File: src/rtl/rgb2gray_pkg.sv
// Shared constants for the RGB-to-grayscale stream pipeline: conversion mode
// selectors, BT.601 luma weights and the datapath width helpers.
package rgb2gray_pkg;

    localparam int MODE_AVG     = 0;
    localparam int MODE_LUMA    = 1;

    // Weights sum to 2**WEIGHT_SHIFT so full-scale white maps to full scale.
    localparam int W_R          = 77;
    localparam int W_G          = 150;
    localparam int W_B          = 29;
    localparam int WEIGHT_SHIFT = 8;

    function automatic int sum_width(input int ch_w, input int mode);
        return (mode == MODE_LUMA) ? ch_w + 10 : ch_w + 2;
    endfunction

    function automatic int term_width(input int ch_w, input int mode);
        return (mode == MODE_LUMA) ? ch_w + 8 : ch_w;
    endfunction

endpackage

File: src/rtl/rgb2gray_stream_pipe_ctrl.sv
// One pipeline stage's valid flag and ready/valid enable.
// A stage may advance when it is empty or its downstream is taking a beat.
module pipe_stage_ctrl (
    input  logic clk,
    input  logic reset,
    input  logic in_valid,
    input  logic out_ready,
    output logic valid,
    output logic en,
    output logic load
);

    assign en   = ~valid | out_ready;
    assign load = en & in_valid;

    // Valid follows the upstream offer whenever the stage is allowed to move.
    always_ff @(posedge clk) begin
        if (reset) begin
            valid <= 1'b0;
        end else if (en) begin
            valid <= in_valid;
        end
    end

endmodule

File: src/rtl/rgb2gray_stream_pipe.sv
// Two-stage pipelined RGB-to-grayscale converter, Avalon-ST sink to source.
// Stage 1 holds per-channel terms, stage 2 holds the gray result.
// Optional packet statistics on the source side: define RGB2GRAY_PKT_STATS_EN.
module rgb2gray_stream_pipe
    import rgb2gray_pkg::*;
#(
    parameter int CH_W    = 8,
    parameter int MODE    = 0,
    parameter int RED_LSB = 1
) (
    input  logic              csi_clock_reset_clk,
    input  logic              csi_clock_reset_reset,
    input  logic [3*CH_W-1:0] asi_sink1_data,
    input  logic              asi_sink1_startofpacket,
    input  logic              asi_sink1_endofpacket,
    input  logic              asi_sink1_valid,
    output logic              asi_sink1_ready,
    input  logic              aso_source1_ready,
    output logic [CH_W-1:0]   aso_source1_data,
    output logic              aso_source1_startofpacket,
    output logic              aso_source1_endofpacket,
    output logic              aso_source1_valid
`ifdef RGB2GRAY_PKT_STATS_EN
    ,
    output logic [31:0]       pkt_len,
    output logic              pkt_len_valid,
    output logic              pkt_err
`endif
);

    localparam int TERM_W = term_width(CH_W, MODE);
    localparam int SUM_W  = sum_width(CH_W, MODE);

    logic              clk;
    logic              reset;
    logic [CH_W-1:0]   ch_r, ch_g, ch_b;
    logic [TERM_W-1:0] term_r, term_g, term_b;
    logic [TERM_W-1:0] t1_r, t1_g, t1_b;
    logic              sop1, eop1;
    logic [SUM_W-1:0]  sum1;
    logic [CH_W-1:0]   gray;
    logic              v1, v2, en1, en2, load1, load2;

    assign clk   = csi_clock_reset_clk;
    assign reset = csi_clock_reset_reset;

    generate
        if (RED_LSB != 0) begin : g_red_lsb
            assign ch_r = asi_sink1_data[CH_W-1:0];
            assign ch_g = asi_sink1_data[2*CH_W-1:CH_W];
            assign ch_b = asi_sink1_data[3*CH_W-1:2*CH_W];
        end else begin : g_blue_lsb
            assign ch_b = asi_sink1_data[CH_W-1:0];
            assign ch_g = asi_sink1_data[2*CH_W-1:CH_W];
            assign ch_r = asi_sink1_data[3*CH_W-1:2*CH_W];
        end

        if (MODE == MODE_LUMA) begin : g_luma
            // Weighted products; weights < 256 so each fits in CH_W+8 bits.
            always_comb begin
                term_r = TERM_W'(ch_r) * TERM_W'(W_R);
                term_g = TERM_W'(ch_g) * TERM_W'(W_G);
                term_b = TERM_W'(ch_b) * TERM_W'(W_B);
            end
            assign gray = CH_W'(sum1 >> WEIGHT_SHIFT);
        end else begin : g_avg
            // Plain channels; the divide by three happens in stage 2.
            always_comb begin
                term_r = ch_r;
                term_g = ch_g;
                term_b = ch_b;
            end
            assign gray = CH_W'(sum1 / SUM_W'(3));
        end
    endgenerate

    assign sum1 = SUM_W'(t1_r) + SUM_W'(t1_g) + SUM_W'(t1_b);

    pipe_stage_ctrl u_stage1 (
        .clk       (clk),
        .reset     (reset),
        .in_valid  (asi_sink1_valid),
        .out_ready (en2),
        .valid     (v1),
        .en        (en1),
        .load      (load1)
    );

    pipe_stage_ctrl u_stage2 (
        .clk       (clk),
        .reset     (reset),
        .in_valid  (v1),
        .out_ready (aso_source1_ready),
        .valid     (v2),
        .en        (en2),
        .load      (load2)
    );

    assign asi_sink1_ready   = en1;
    assign aso_source1_valid = v2;

    // Stage 1 captures channel terms and markers only on an accepted sink beat.
    always_ff @(posedge clk) begin
        if (reset) begin
            t1_r <= '0;
            t1_g <= '0;
            t1_b <= '0;
            sop1 <= 1'b0;
            eop1 <= 1'b0;
        end else if (load1) begin
            t1_r <= term_r;
            t1_g <= term_g;
            t1_b <= term_b;
            sop1 <= asi_sink1_startofpacket;
            eop1 <= asi_sink1_endofpacket;
        end
    end

    // Stage 2 captures the finished gray value; held while the source stalls.
    always_ff @(posedge clk) begin
        if (reset) begin
            aso_source1_data          <= '0;
            aso_source1_startofpacket <= 1'b0;
            aso_source1_endofpacket   <= 1'b0;
        end else if (load2) begin
            aso_source1_data          <= gray;
            aso_source1_startofpacket <= sop1;
            aso_source1_endofpacket   <= eop1;
        end
    end

`ifdef RGB2GRAY_PKT_STATS_EN
    logic        out_xfer;
    logic        in_pkt;
    logic [31:0] beat_cnt;
    logic [31:0] cnt_next;

    assign out_xfer = aso_source1_valid & aso_source1_ready;

    // Running length of the current packet including the beat now leaving.
    always_comb begin
        cnt_next = aso_source1_startofpacket ? 32'd1 : beat_cnt + 32'd1;
    end

    // Source-side framing tracker: length report on EOP, sticky framing error.
    always_ff @(posedge clk) begin
        if (reset) begin
            in_pkt        <= 1'b0;
            beat_cnt      <= '0;
            pkt_len       <= '0;
            pkt_len_valid <= 1'b0;
            pkt_err       <= 1'b0;
        end else begin
            pkt_len_valid <= out_xfer & aso_source1_endofpacket;
            if (out_xfer) begin
                beat_cnt <= cnt_next;
                if (aso_source1_startofpacket ? in_pkt : ~in_pkt) begin
                    pkt_err <= 1'b1;
                end
                if (aso_source1_endofpacket) begin
                    pkt_len <= cnt_next;
                    in_pkt  <= 1'b0;
                end else begin
                    in_pkt  <= 1'b1;
                end
            end
        end
    end
`endif

endmodule

File: config.mk
export PLATFORM = sky130hd
export DESIGN_NAME = rgb2gray_stream_pipe
export DESIGN_NICKNAME = d
export VERILOG_FILES = /design/src/rtl/rgb2gray_pkg.sv /design/src/rtl/rgb2gray_stream_pipe_ctrl.sv /design/src/rtl/rgb2gray_stream_pipe.sv
export SDC_FILE = /design/constraint.sdc
export NUM_CORES = 1
export LEC_CHECK = 0
export CORE_MARGIN = 2
export CORE_UTILIZATION = 56
export CTS_BUF_LIST = sky130_fd_sc_hd__clkbuf_8 sky130_fd_sc_hd__clkbuf_16
export CTS_CLUSTER_DIAMETER = 120
export DETAILED_ROUTE_END_ITERATION = 16
export PLACE_DENSITY = 0.89
export SLEW_MARGIN = 20
export SYNTH_ARGS = -nofsm -noshare
export SYNTH_HDL_FRONTEND = slang
export SYNTH_SLANG_ARGS = --single-unit
File: constraint.sdc
create_clock -name csi_clock_reset_clk -period 6.13 [get_ports csi_clock_reset_clk]
set_input_delay 0.9195 -clock csi_clock_reset_clk [delete_from_list [all_inputs] [get_ports csi_clock_reset_clk]]
set_output_delay 0.9195 -clock csi_clock_reset_clk [all_outputs]
set_load 0.05 [all_outputs]
; ---- Yosys cells after proc, flatten, opt, wreduce, memory -nomap -nowiden
; Index checks and enable logic that the tools add are counted.
[op_classes]
n_addsub = 2
div = 1
bitwise = 6
[op_table]
columns = cell, n
row1 = $add A9 B8 Y10, 1
row2 = $div A10 B2 Y10 const B, 1
row3 = $add A8 B8 Y9, 1
row4 = $and A1 B1 Y1, 2
row5 = $not A1 Y1, 2
row6 = $or A1 B1 Y1, 2
[totals]
ff_bits = 38
out_inout_bits = 12
elab_cells = 19

; ---- Depth between registers and ports, before layout
; Gate-level depths: netlist of the first run.
[logic_depth]
word_depth = 4
ltp_mapped = 25
ltp_nobuf = 24

; ---- Cells and area by module
; A second synthesis of the first run with hierarchy kept.
[unflattened]
cells_unflattened = 318
area_unflattened_um2 = 2727.6
[modules_own_cells]
columns = module, n_inst, cells_per_inst, area_each_um2, seq_area_each_um2
row1 = rgb2gray_stream_pipe, 1, 308, 2617.5, 720.7
row2 = pipe_stage_ctrl, 2, 5, 55.1, 20.0

; ---- Least setup slack after synthesis of the first run
; No wires, ideal clock.
[synth_path]
path_kind = register to register
from = register t1_r[1]
to = register aso_source1_data[0]
setup_time_ps = 58
arrival_ps = 4676
required_ps = 6072
path_slack_ps = 1396
stages_incl_launch_ff = 25
synth_period_minus_slack_ps = 4734
cell_sequence = dfxtp_1 inv_1 fa_1 inv_1 ha_1 inv_1 fa_1 nor2b_4 o21a_4 o21ai_4 or3_1 and2_1 o32ai_2 a21oi_2 buf_2 a31o_2 o22a_1 ha_1 nand2_1 nand3_1 o32a_1 nand3_1 a21oi_1 o41ai_1 a211o_1
[synth_between]
elab_chain_cells = 3
[synth_lines]
columns = element, line
row1 = start: declaration, rgb2gray_stream_pipe.sv:38  ; logic [TERM_W-1:0] t1_r, t1_g, t1_b;
row2 = start signal: assignment, rgb2gray_stream_pipe.sv:111  ; t1_r <= term_r;
row3 = $add A8 B8 Y9, rgb2gray_stream_pipe.sv:77  ; assign sum1 = SUM_W'(t1_r) + SUM_W'(t1_g) + SUM_W'(t1_b);
row4 = $add A9 B8 Y10, rgb2gray_stream_pipe.sv:77
row5 = $div A10 B2 Y10, rgb2gray_stream_pipe.sv:73  ; assign gray = CH_W'(sum1 / SUM_W'(3));
row6 = end signal: assignment, rgb2gray_stream_pipe.sv:126  ; aso_source1_data <= gray;
row7 = end: declaration, rgb2gray_stream_pipe.sv:19  ; output logic [CH_W-1:0] aso_source1_data,
; No other way between the ends.
; A chain may end at the register's enable or synchronous reset.

; ---- Worst setup path after layout of the first run
; Ends and elaborated chain as after synthesis.

==> flow_summary_export.csv, run 1 <==
group,metric,value,unit
final_layout,nNetsFinal,489,
logic_synthesis,synth_commonest_cells,"nand2_1, a21oi_1, dfxtp_1, nor2_1, inv_1",
die,dieArea,6110,µm²
drt,drtPass1Iterations,5,
drt,via_count,3102,
die,die_h,78.1,µm
sta,hold_ws,0.458,ns
critical_path,required,6.33,ns
drt,via_per_inst,6.05,
drt,wl_per_cell,14.4,µm
logic_synthesis,ys_seq_area_frac,0.247,
sta,hold_violations,0,
cts,root_buffer,"clkbuf_8",
logic_synthesis,synth-edff-count,0,
pwr,p_leak,1.41,nW
logic_synthesis,synth_cell_type_count,73,
logic_synthesis,ys.warnings.count,0,
critical_path,cp.arrival,5.47,ns
pwr,ir_worst_vdd,0.000164,V
drt,drc_errors,0,
cts,clkSlewWorstSetupHoldPaths,0.08,ns
sta,tns,0,ns
cts,hold_buffers,0,
cts,cts_made_buffers,5,
sta,finalMaxSlewViolations,0,
die,start_util,0.591,
final_layout,area_growth,18.3,%
sta,finalCriticalPeriod,5.28,ns
logic_synthesis,synth_top_flop_cell,"dfxtp_1",
sta,setup_ws,0.854,ns
pwr,p_per_area,293,nW/µm²
hold_path,min_path_type,"flop to flop",
logic_synthesis,ys_ff_latch,38,
cts,cts_setup_buffers,0,
drt,drtIter0Drc,287,
cts,cts_tree,"done",
die,fp-row-count,26,
critical_path,cp_max_fo,9,
placement,io_buffer_count,41,
placement,place_hpwl,5550,µm
logic_synthesis,synth_top_area_cell,"dfxtp_1",
cts,clk_latency,0.30,ns
critical_path,critPathKind,"flop to flop",
global_routing,antenna_found_initial,0,
cts,post_cts_resize_count,0,
global_routing,grt_overflow,0,
final_layout,antenna_cells,0,
global_routing,grt_max_degree,40,
logic_synthesis,synth_top_area_share,0.247,
global_routing,grt_pass1_wl,12500,µm
drt,antenna_left,0,
drt,wirelength,7390,µm
cts,cts.sinks,38,
placement,post-place-ws,0.916,ns
sta,relSlewSlack,0.447,
global_routing,grt_pass1_vias,2757,
outcome,status,"complete, no violations",
sta,setup_violations,0,
global_routing,grtUsageTotal,0.249,
sta,period_share,0.861,
critical_path,end_kind,"flop",
logic_synthesis,synth.most_common_cell,"nand2_1",
die,io_pins,42,
logic_synthesis,synth_fp_nets,460,
run,cap_violations,0,
placement,place_congestion,0.946,
die,die_w,78.1,µm
logic_synthesis,syn-cell-area,3080,µm²
logic_synthesis,synthTopCellsByArea,"dfxtp_1, nand2_1, a21oi_1",
logic_synthesis,syn_inst,413,
sta,grt_setup_unrepaired,"no",
final_layout,drive_gt1_frac,0.0948,
logic_synthesis,avgSynthCellArea,7.45,µm²
die,core_area,5200,µm²
sta,tightest_slew,0.829,ns
critical_path,start_kind,"flop",
sta,fmax,190,MHz
cts,ctsHtreeMaxLevel,2,
sta,worst_clock_skew,0.00822,ns
cts,max-clock-path-buffers,2,
logic_synthesis,synthArstFlopShare,0,
through the flow:
step | cells | instance area, µm² | total power [mW] | util
final | 513 | 3640 | 1.06 | 0.699
after global routing | 513 | 3640 | 1.13 | 0.699
after CTS | 513 | 3640 | 1.06 | 0.699
after detailed placement | 505 | 3500 | 0.798 | 0.673
after global placement | 505 | 3500 | 0.791 | 0.673
after floorplan | 413 | 3080 | 0.685 | -
worst max-delay path: stages (launching register included):
cell	delay (ns)
dfxtp_1	0.34
inv_1	0.06
fa_1	0.46
inv_1	0.07
ha_1	0.22
inv_1	0.07
fa_1	0.46
nor2b_4	0.19
o21ai_1	0.19
nor4b_1	0.22
a211oi_1	0.35
o32ai_1	0.14
a32o_1	0.24
nor3_4	0.34
nand2_1	0.21
o211ai_1	0.20
o22a_1	0.19
ha_1	0.23
nand2_1	0.11
nand3_1	0.10
o32a_1	0.14
nand3_1	0.07
a21oi_1	0.17
o41ai_1	0.10
a211o_1	0.29
final timing paths:
check / startpoint / end / slack, ns / depth (start not counted)
max: t1_r[1] / aso_source1_data[0] / 0.85 / 24
min: t1_r[7] / t1_r[7] / 0.46 / 2
max reg2reg: t1_r[1] / aso_source1_data[0] / 0.85 / 24
min reg2reg: t1_r[7] / t1_r[7] / 0.46 / 2
registers in the layout, indices dropped and copies added (netlist names):
name and count:
u_stage2.valid 1, aso_source1_startofpacket 1, aso_source1_data 8, t1_g 8, t1_b 8, t1_r 8, sop1 1, eop1 1
aso_source1_endofpacket 1, u_stage1.valid 1
per-layer routing:
metal / part of all wire / track usage / up-vias / wire length, µm
li1: - / - / 1523 / -
met1: 0.43 / 0.321 / 1438 / 3170
met5: 0 / 0 / - / 0
met3: 0.063 / 0.0425 / 16 / 466
met2: 0.49 / 0.431 / 125 / 3650
met4: 0.015 / 0.0702 / 0 / 108
layout make-up:
| cell class | count | area (µm²) |
|---|---|---|
| Inverter | 21 | 78.8 |
| Multi-Input combinational cell | 330 | 2130 |
| Clock inverter | 3 | 68.8 |
| Fill cell | 436 | 1570 |
| Sequential cell | 38 | 761 |
| Tap cell | 70 | 87.6 |
| Timing Repair Buffer | 46 | 448 |
| Clock buffer | 5 | 68.8 |
cells by family (layout without fill, tap and decap cells):
kind of cell,Yosys count,after routing,share of synthesized area
flip-flops,38,38,0.247
buffers and inverters,45,75,0.0618
XOR/XNOR,8,8,0.0252
adder cells (fa/ha/maj),17,17,0.0911
AND/OR/NAND/NOR,173,173,0.258
multiplexers,2,2,0.00650
AO/OA/AOI/OAI,130,130,0.311
placed cells by master (no fill, tap or decap), types with 3 or more instances in the layout:
cell,synthesis,final
nand2_1,84,84
a21oi_1,47,47
clkdlybuf4s50_1,0,41
nor2_1,38,38
dfxtp_1,38,38
inv_1,21,21
nand3_1,10,10
o21ai_0,9,9
fa_1,9,9
ha_1,8,8
a211oi_1,7,7
nor3_1,7,7
and2_1,6,6
o21ai_1,5,5
nand2b_1,5,5
xnor2_1,5,5
o211ai_1,5,5
clkbuf_8,0,5
buf_4,2,5
or2_2,4,4
o22ai_1,4,4
o21a_1,3,3
a211o_1,3,3
nor4_1,3,3
a311oi_1,3,3
o221ai_1,3,3
a31o_2,3,3
power by group:
group	leakage (nW)	total (mW)	internal (mW)	switching, mW
combinational	1.03	0.524	0.210	0.314
sequential	0.313	0.277	0.266	0.0110
clock	0.0683	0.263	0.163	0.100
No activity file was read; power rests on OpenSTA's default activity.
==> inputs of run 2 (changes only) <==
CORE_MARGIN = not set   (was 2)
CORE_UTILIZATION = 54   (was 56)
CTS_CLUSTER_SIZE = 28   (was not set)
PLACE_DENSITY = 0.88   (was 0.89)
SYNTH_HIERARCHICAL = 1   (was not set)
==> flow_summary_export.csv, run 2 <==
group,metric,value,unit
sta,finalMaxSlewViolations,0,
final_layout,nFillCells,385,
placement,post-place-ws,0.752,ns
logic_synthesis,ys_seq_area_frac,0.279,
drt,via_count,2441,
logic_synthesis,synth_cell_type_count,63,
logic_synthesis,synth-simple-area-share,0.189,
logic_synthesis,synth-edff-count,0,
logic_synthesis,synth-xor-area-share,0.0289,
sta,setup_violations,0,
sta,tightest_slew,0.857,ns
cts,clk_latency,0.30,ns
final_layout,nNetsFinal,398,
logic_synthesis,avgSynthCellArea,8.58,µm²
placement,place_hpwl,4590,µm
logic_synthesis,synth_compound_area_frac,0.224,
critical_path,start_kind,"flop",
cts,root_buffer,"clkbuf_8",
critical_path,critical_path.top_delay_family,"compound AO/OA/AOI/OAI gates",
sta,period_share,0.900,
sta,worst_clock_skew,0.00448,ns
logic_synthesis,synth_top_family_by_area,"compound AO/OA/AOI/OAI gates",
logic_synthesis,synth.most_common_cell,"nor2_1",
global_routing,grt_max_degree,39,
drt,wirelength,6230,µm
pwr,power,1.02,mW
global_routing,grt_pass1_wl,10200,µm
pwr,internal_power,623,µW
cts,hold_buffers,0,
die,fp-row-count,25,
drt,via_per_inst,5.83,
sta,setup_ws,0.612,ns
pwr,switching_share,0.390,
critical_path,path_cells,"inv_1, fa_1, inv_1, ha_1, inv_1, fa_1, nand2b_2, a21o_4, a221oi_4, nor2_1, nand4_1, o211ai_1, nor3_1, a211oi_1, a31oi_1, ha_1, nand2_1, o31ai_1, a21oi_1, o21ai_0, a41oi_1, o21a_1",
sta,hold_violations,0,
logic_synthesis,synthMuxAreaShare,0.114,
critical_path,critPathKind,"flop to flop",
logic_synthesis,synth_top_area_share,0.279,
logic_synthesis,synth_fp_nets,365,
pwr,pwr-share-comb,0.477,
pwr,ir_worst_vdd,0.000278,V
final_layout,area_growth,20.5,%
sta,tns,0,ns
pwr,power.share.clock,0.254,
die,io_pins,42,
cts,cts_tree,"done",
logic_synthesis,ys.warnings.count,6,
logic_synthesis,synth_top_area_cell,"dfxtp_1",
cts,max-clock-path-buffers,2,
cts,cts_made_buffers,5,
hold_path,min_path_type,"flop to flop",
die,die_w,73.1,µm
critical_path,cp_max_fo,16,
global_routing,grt_pass1_vias,2244,
final_layout,drive_gt1_frac,0.0852,
logic_synthesis,syn_inst,318,
critical_path,cpMostUsedCell,"inv_1",
pwr,power_frac_seq,0.270,
critical_path,crit_buf_inv,3,
cts,post_cts_resize_count,0,
global_routing,antenna_found_initial,0,
pwr,switchingPower,398,µW
logic_synthesis,ys_ff_latch,38,
cts,cts.sinks,38,
placement,io_buffer_count,41,
outcome,status,"complete, no violations",
placement,place_congestion,0.854,
run,cap_violations,0,
critical_path,critical-path-slowest-cell,"nor3_1",
sta,grt_setup_unrepaired,"no",
critical_path,required,6.32,ns
cts,cts_setup_buffers,0,
cts,clkSlewWorstSetupHoldPaths,0.08,ns
logic_synthesis,synthTopCellsByArea,"dfxtp_1, mux2i_1, nor2_1",
drt,drc_errors,0,
drt,drtIter0Drc,157,
logic_synthesis,yosys.area_share.adder,0.106,
logic_synthesis,synth_commonest_cells,"nor2_1, dfxtp_1, mux2i_1",
final_layout,layout_commonest_cell,"nor2_1",
global_routing,grt_overflow,0,
die,dieArea,5340,µm²
critical_path,cp.arrival,5.71,ns
drt,antenna_left,0,
die,die_h,73.1,µm
final_layout,antenna_cells,0,
logic_synthesis,synth_top_flop_cell,"dfxtp_1",
sta,relSlewSlack,0.425,
logic_synthesis,synthArstFlopShare,0,
global_routing,grtUsageTotal,0.249,
pwr,p_leak,1.36,nW
logic_synthesis,syn-cell-area,2730,µm²
sta,finalCriticalPeriod,5.52,ns
critical_path,slowest_delay,0.64,ns
die,start_util,0.570,
critical_path,end_kind,"flop",
die,core_area,4790,µm²
pwr,p_per_area,311,nW/µm²
sta,fmax,181,MHz
final_layout,final_util,0.687,
final_layout,final_cell_mix,"nor2_1, clkdlybuf4s50_1, dfxtp_1, mux2i_1, inv_1",
drt,drtPass1Iterations,4,
cts,ctsHtreeMaxLevel,2,
sta,hold_ws,0.484,ns
drt,wl_per_cell,14.9,µm
## run 2: changes by cell type in the layout (fill, tap and decap cells not counted), sizes merged, moves of 6 or more
| cell | before | now |
|---|---|---|
| nand2 | 84 | 15 |
| a21oi | 50 | 16 |
| a31oi | 0 | 6 |
| o21ai | 17 | 10 |
| nor2 | 38 | 53 |
| mux2i | 2 | 31 |
## run 2: worst register-to-register path: stages, from the launching register on
cell,delay [ns]
dfxtp_1,0.33
inv_1,0.06
fa_1,0.49
inv_1,0.08
ha_1,0.16
inv_1,0.05
fa_1,0.44
nand2b_2,0.25
a21o_4,0.24
a221oi_4,0.59
nor2_1,0.17
nand4_1,0.13
o211ai_1,0.14
nor3_1,0.64
a211oi_1,0.19
a31oi_1,0.26
ha_1,0.32
nand2_1,0.09
o31ai_1,0.19
a21oi_1,0.09
o21ai_0,0.18
a41oi_1,0.14
o21a_1,0.19
## run 2: stage by stage
stage / cell area [µm²] / std cells
2_1_floorplan: 2730 / 318
3_3_place_gp: 3150 / 411
3_5_place_dp: 3150 / 411
4_1_cts: 3290 / 419
5_1_grt: 3290 / 419
6_report: 3290 / 419
## run 2: power by group through the flow
stage,registers [mW],logic (mW),clock network [mW]
floorplan,0.304,0.353,0
global placement,0.281,0.469,0
detailed placement,0.282,0.473,0
CTS,0.276,0.479,0.260
global route,0.278,0.534,0.269
finish,0.276,0.487,0.259
## run 2: kinds of logic after synthesis
| group | after synthesis |
|---|---|
| AND/OR/NAND/NOR | 107 |
| AO/OA/AOI/OAI | 78 |
| flip-flops | 38 |
| buffers and inverters | 37 |
| multiplexers | 31 |
| adder cells (fa/ha/maj) | 18 |
| XOR/XNOR | 9 |
## run 2: final timing paths
path | startpoint | endpoint | slack [ns] | cells past startpoint
worst max-delay path | t1_r[1] | aso_source1_data[0] | 0.61 | 22
worst max register to register | t1_r[1] | aso_source1_data[0] | 0.61 | 22
worst min register to register | aso_source1_data[7] | aso_source1_data[7] | 0.48 | 2
worst min-delay path | aso_source1_data[7] | aso_source1_data[7] | 0.48 | 2
## run 2: routing by layer
metal	wire (µm)	GRT usage
met1	2620	0.298
met2	3200	0.442
met3	299	0.0470
met4	107	0.0850
met5	0	0
## run 2: cell type report
cell class | count | area [µm²] | area share
clock buffer | 5 | 68.8 | 0.0209
timing repair buffer | 42 | 418 | 0.127
inverter | 21 | 78.8 | 0.0240
tap | 67 | 83.8 | 0.0255
sequential | 38 | 761 | 0.232
multi-input combinational | 243 | 1810 | 0.550
clock inverter | 3 | 68.8 | 0.0209
